[config.mk]
export PLATFORM = sky130hd
export DESIGN_NAME = sine_analyzer
export DESIGN_NICKNAME = d
export VERILOG_FILES = /design/src/rtl/sine_analyzer.sv
export SDC_FILE = /design/constraint.sdc
export NUM_CORES = 1
export LEC_CHECK = 0
export CAP_MARGIN = 0
export CORE_MARGIN = 2
export CORE_UTILIZATION = 30
export DETAILED_ROUTE_END_ITERATION = 12
export GPL_TIMING_DRIVEN = 0
export SYNTH_ARGS = -nofsm -noshare
export SYNTH_HDL_FRONTEND = slang
export SYNTH_SLANG_ARGS = --single-unit
[constraint.sdc]
create_clock -name clk -period 2.35 [get_ports clk]
set_input_delay 0.47 -clock clk [delete_from_list [all_inputs] [get_ports clk]]
set_output_delay 0.47 -clock clk [all_outputs]
set_load 0.005 [all_outputs]
[src/rtl/sine_analyzer.sv]
// ---------------------------------------------------------------------------
// sine_analyzer
//
// Measures a periodic signed sample stream (for example a DDS output).  A
// three-state hysteresis FSM tracks which half-wave the signal is in.  Each
// positive-going crossing (NEG -> POS) closes one cycle.  At that point the
// module publishes three values for the cycle just finished:
//   - the number of accepted samples in the cycle (period)
//   - the largest magnitude seen in the cycle (peak)
//   - whether the period counter saturated (period_ovf)
//
// Ports
//   clk           clock, all state updates on the rising edge
//   rst           synchronous, active-high reset
//   sample_valid  sample is accepted on a rising edge where this is high
//   sample        signed DATA_W-bit sample
//   period        samples between the last two positive-going crossings
//   peak          unsigned max |sample| over the last measured cycle
//   period_ovf    the published period value saturated
//   cycle_done    one-cycle pulse, period/peak/period_ovf were just updated
//   locked        at least one cycle has been measured since reset
//   half_sign     0 = positive half-wave (or acquiring), 1 = negative half-wave
//
// FSM states
//   state | meaning
//   ACQ   | after reset, no sample has left the hysteresis band yet
//   POS   | positive half-wave, waiting for sample <= -HYST
//   NEG   | negative half-wave, waiting for sample >= +HYST (PXing)
// ---------------------------------------------------------------------------
module sine_analyzer #(
    parameter int DATA_W = 8,
    parameter int CNT_W  = 10,
    parameter int HYST   = 4
) (
    input  logic              clk,
    input  logic              rst,
    input  logic              sample_valid,
    input  logic [DATA_W-1:0] sample,
    output logic [CNT_W-1:0]  period,
    output logic [DATA_W-1:0] peak,
    output logic              period_ovf,
    output logic              cycle_done,
    output logic              locked,
    output logic              half_sign
);

    generate
        if (HYST <= 0 || HYST >= (1 << (DATA_W - 1))) begin : g_bad_hyst
            $error("sine_analyzer: HYST must be in 1 .. 2**(DATA_W-1)-1");
        end
    endgenerate

    typedef enum logic [1:0] {
        ACQ = 2'd0,
        POS = 2'd1,
        NEG = 2'd2
    } state_t;

    localparam logic signed [DATA_W-1:0] HYST_POS = DATA_W'(HYST);
    localparam logic signed [DATA_W-1:0] HYST_NEG = DATA_W'(-HYST);
    localparam logic [CNT_W-1:0]         CNT_ONE  = CNT_W'(1);
    localparam logic [DATA_W-1:0]        DATA_ONE = DATA_W'(1);

    state_t state;
    state_t state_nxt;

    logic signed [DATA_W-1:0] sample_s;
    logic                     above;
    logic                     below;
    logic                     pxing;
    logic [DATA_W-1:0]        mag;

    logic                     armed;
    logic [CNT_W-1:0]         cnt;
    logic                     sat;
    logic [DATA_W-1:0]        runmax;

    assign sample_s = $signed(sample);
    assign above    = (sample_s >= HYST_POS);
    assign below    = (sample_s <= HYST_NEG);

    // Positive-going crossing: only from NEG, only on an accepted sample.
    assign pxing    = sample_valid && (state == NEG) && above;

    // Two's complement negate in DATA_W bits.  The most negative value
    // wraps onto itself, which read unsigned is exactly its magnitude.
    assign mag      = sample[DATA_W-1] ? ((~sample) + DATA_ONE) : sample;

    // -----------------------------------------------------------------------
    // FSM: state register
    // -----------------------------------------------------------------------
    always_ff @(posedge clk) begin
        if (rst) begin
            state <= ACQ;
        end else begin
            state <= state_nxt;
        end
    end

    // -----------------------------------------------------------------------
    // FSM: next state
    // -----------------------------------------------------------------------
    always_comb begin
        state_nxt = state;
        if (sample_valid) begin
            case (state)
                ACQ: begin
                    if (above) begin
                        state_nxt = POS;
                    end else if (below) begin
                        state_nxt = NEG;
                    end
                end
                POS: begin
                    if (below) begin
                        state_nxt = NEG;
                    end
                end
                NEG: begin
                    if (above) begin
                        state_nxt = POS;
                    end
                end
                default: begin
                    state_nxt = ACQ;
                end
            endcase
        end
    end

    // -----------------------------------------------------------------------
    // FSM: outputs (decoded from the state register only)
    // -----------------------------------------------------------------------
    always_comb begin
        half_sign = 1'b0;
        if (state == NEG) begin
            half_sign = 1'b1;
        end
    end

    // -----------------------------------------------------------------------
    // Measurement datapath
    // -----------------------------------------------------------------------
    always_ff @(posedge clk) begin
        if (rst) begin
            armed      <= 1'b0;
            cnt        <= '0;
            sat        <= 1'b0;
            runmax     <= '0;
            period     <= '0;
            peak       <= '0;
            period_ovf <= 1'b0;
            cycle_done <= 1'b0;
            locked     <= 1'b0;
        end else begin
            cycle_done <= 1'b0;
            if (sample_valid) begin
                if (pxing) begin
                    // The crossing sample is the first sample of the new
                    // cycle, so the counter and running max restart with it.
                    armed  <= 1'b1;
                    cnt    <= CNT_ONE;
                    sat    <= 1'b0;
                    runmax <= mag;
                    // The first crossing after reset only arms: the cycle
                    // before it was not observed from its start.
                    if (armed) begin
                        period     <= cnt;
                        peak       <= runmax;
                        period_ovf <= sat;
                        cycle_done <= 1'b1;
                        locked     <= 1'b1;
                    end
                end else begin
                    if (armed) begin
                        if (&cnt) begin
                            sat <= 1'b1;
                        end else begin
                            cnt <= cnt + CNT_ONE;
                        end
                    end
                    if (mag > runmax) begin
                        runmax <= mag;
                    end
                end
            end
        end
    end

endmodule

==> run_results.csv <==
group,metric,value,unit
status,status,"finished with violations",
status,violations,"negative setup slack",
logic_synthesis,synthesis.instances,248,
worst_setup_path,required,2.50,ns
cts,cts.reportedPaths.clkPinSlew,0.07,ns
sta,finalCriticalPeriod,2.44,ns
sta,fin_hold_ws,0.369,ns
global_routing,antenna_found_initial,0,
min_path,min-delay-start,"rst",
final_layout,nets,321,
worst_setup_path,crit_chain,"buf_8, or3_4, o31ai_4, xnor2_2, ha_1, nand4_1, o21ai_2, o21ba_4, nor2_4, a211oi_2",
logic_synthesis,yosysTopAreaCell,"dfxtp_1",
floorplan,fp.dieArea,8150,um^2
detailed_routing,routed_via_density,4.66,
logic_synthesis,synth-main-ff-cell,"dfxtp_1",
cts,cts.sinks,43,
logic_synthesis,synth_edf_count,0,
global_routing,grt_pass1_wl,8.67,mm
detailed_routing,drcViolationCount,0,
worst_setup_path,critPathMaxFanout,6,
detailed_routing,first_iter_violations,67,
min_path,min_path_type,"in2reg",
power_and_ir_drop,power_density,556,nW/um^2
worst_setup_path,cp-start-kind,"input port",
job,cap_violations,0,
floorplan,start_util,31.0,%
power_and_ir_drop,power_leakage,1.05,nW
worst_setup_path,path_class,"in2reg",
logic_synthesis,syn_area_per_cell,9.01,um^2
detailed_routing,wl,5.06,mm
global_routing,grtUsageTotal,13.0,%
final_layout,area_growth,36.7,%
cts,cts_tree,"done",
final_layout,final_area,3050,um^2
logic_synthesis,ys_async_sr_fraction,0,%
logic_synthesis,syn_area,2230,um^2
worst_setup_path,crit_path_start,"sample[4]",
cts,root_buffer,"clkbuf_8",
sta,maxSlewViolCount,0,
sta,slew_headroom,54.8,%
sta,setup_ws,-0.0887,ns
place,place.gp.congestion,0.823,
worst_setup_path,critPathCaptureType,"flip-flop",
place,portBuffers,30,
place,place_ws,-0.932,ns
detailed_routing,drt.antenna.violating_nets,0,
final_layout,nFillCells,729,
logic_synthesis,seq_area_frac_synth,38.5,%
cts,cts_hold_buf,0,
detailed_routing,wl_met2,2.58,mm
worst_setup_path,arrival,2.59,ns
logic_synthesis,syn-num-nets,269,
logic_synthesis,yosysWarnings,0,
logic_synthesis,synthTopCellsByArea,"dfxtp_1 39%, a21oi_2 7.5%, ha_1 5.6%",
final_layout,drive_gt1_share,36.0,%
floorplan,num_rows,31,
floorplan,die_h,90.3,um
worst_setup_path,crit_slowest_cell,"or3_4",
sta,tightest_slew,0.679,ns
sta,tns,-0.459,ns
worst_setup_path,reg2reg_from,"runmax[7]",
sta,fin_skew,0.00818,ns
detailed_routing,dr_total_vias,1861,
floorplan,core-area,7210,um^2
detailed_routing,first_pass_iters,4,
sta,max_freq,410,MHz
sta,finalSetupViolCount,6,
final_layout,diodes,0,
place,placed_cell_area,2690,um^2
cts,insertion_delay,0.29,ns
worst_setup_path,critPathMaxStageDelay,0.39,ns
cts,cts_buffers,5,
detailed_routing,wl_met3,180,um
cts,h-tree-depth,2,
cts,clockBufferDepth,2,
place,detailed_place_hpwl,3.54,mm
logic_synthesis,ys_ff_latch,43,
floorplan,die_x,90.3,um
floorplan,ios,33,
sta,rsz0062_at_grt,"yes",
final_layout,finish.utilization,42.3,%
logic_synthesis,synth_top_area_share,38.5,%
detailed_routing,routedWlPerCell,12.7,um
global_routing,grt_pass1_vias,1865,
logic_synthesis,synth.distinct_cells,44,
power_and_ir_drop,ir_drop,0.000190,V
global_routing,grt_max_degree,13,
detailed_routing,top_layer,"met4",
sta,hold_viol_final,0,
detailed_routing,wirelength_met1,2.26,mm
sta,finalCritPeriodShare,104,%
global_routing,grt_overflow,0,
[worst max-delay path, delay by kind of cell]
| family | cells | cell delay, ns |
|---|---|---|
| AOI/OAI and AO/OA | 4 | 0.72 |
| xor gates and xnor gates | 1 | 0.12 |
| adders and majority gates | 1 | 0.32 |
| buffers and inverters | 1 | 0.09 |
| and+or+nand+nor | 3 | 0.85 |
[where the power goes]
part	internal [W]	switching, W
Sequential	0.000753	0.0000190
Clock	0.000312	0.000244
Combinational	0.000166	0.000202
Total	0.00123	0.000466
[flip-flops by register name, summed over array words and instances, names as in the netlist]
register and count:
cnt 10, locked 1, state 2, period_ovf 1, peak 8, armed 1
runmax 8, cycle_done 1, period 10, sat 1
[through the flow]
step | cells | total power (W)
2_1_floorplan | 248 | 0.000977
3_3_place_gp | 377 | 0.00104
3_5_place_dp | 377 | 0.00105
4_1_cts | 392 | 0.00164
5_1_grt | 399 | 0.00178
6_report | 399 | 0.00170
[area by class of cell]
cell class	count	area [um^2]	share of cell area (%)
inverters	15	56.3	1.84
multi-input cells	178	1370	45.0
plain buffers	12	111	3.65
flip-flops and latches	43	861	28.2
clock inverters	1	30.0	0.984
well taps	99	124	4.06
clock buffers	6	72.6	2.38
repair buffers	45	424	13.9
[final timing paths]
kind / end / slack, ns / cells past startpoint
max: runmax[1] / -0.09 / 10
min: runmax[4] / 0.37 / 2
max reg2reg: runmax[1] / 0.46 / 7
min reg2reg: peak[4] / 0.45 / 2
[what timing repair did]
action	CTS	global route
setup buffers	8	7
pin swaps	14	26
gates resized for setup	50	19
setup endpoints to repair	8	8
[cell usage after synthesis, types with 2 or more instances]
library cell   n
nand4_1        6
xor2_1         7
a211oi_2       6
or3_1          2
buf_4          2
nand2b_1       2
buf_2          3
a21oi_1       15
nand2_1       29
nor2_1        16
o21ai_1        2
nand3_1        7
and3_1         2
and4_1         2
o31ai_1        3
inv_1         15
xnor2_1        6
a311oi_1       2
o21ai_0        5
clkbuf_1       3
buf_12         2
dfxtp_1       43
nand2_2       20
ha_1          10
a21oi_2       19
[placed cells by master, fill, tap and decap left out, types with 3 or more instances in the layout]
master	n
nand4_1	6
dfxtp_1	43
buf_2	5
buf_12	4
a21oi_1	10
a211oi_2	6
nand2_2	20
buf_4	17
nand2_1	29
a21oi_2	23
ha_1	9
o21ai_0	3
nor2_1	16
xor2_1	7
inv_1	13
nand3_1	6
clkbuf_1	3
clkdlybuf4s50_1	22
clkbuf_8	6
xnor2_1	5
[per-layer routing]
metal / vias up / global-route usage [%]
met5: - / 0
met4: 0 / 2.82
met3: 4 / 4.42
met2: 21 / 22.8
met1: 883 / 15.5
li1: 953 / -
[logic make-up after synthesis]
kind of cell | count (synthesis) | synth area share [%]
buffers and inverters | 27 | 7.06
adders and majority gates | 10 | 5.60
AOI/OAI and AO/OA | 59 | 21.1
and+or+nand+nor | 95 | 22.1
DFF | 43 | 38.5
xor gates and xnor gates | 13 | 5.10
muxes | 1 | 0.448
Note: power is estimated with default switching activity, not from simulation.
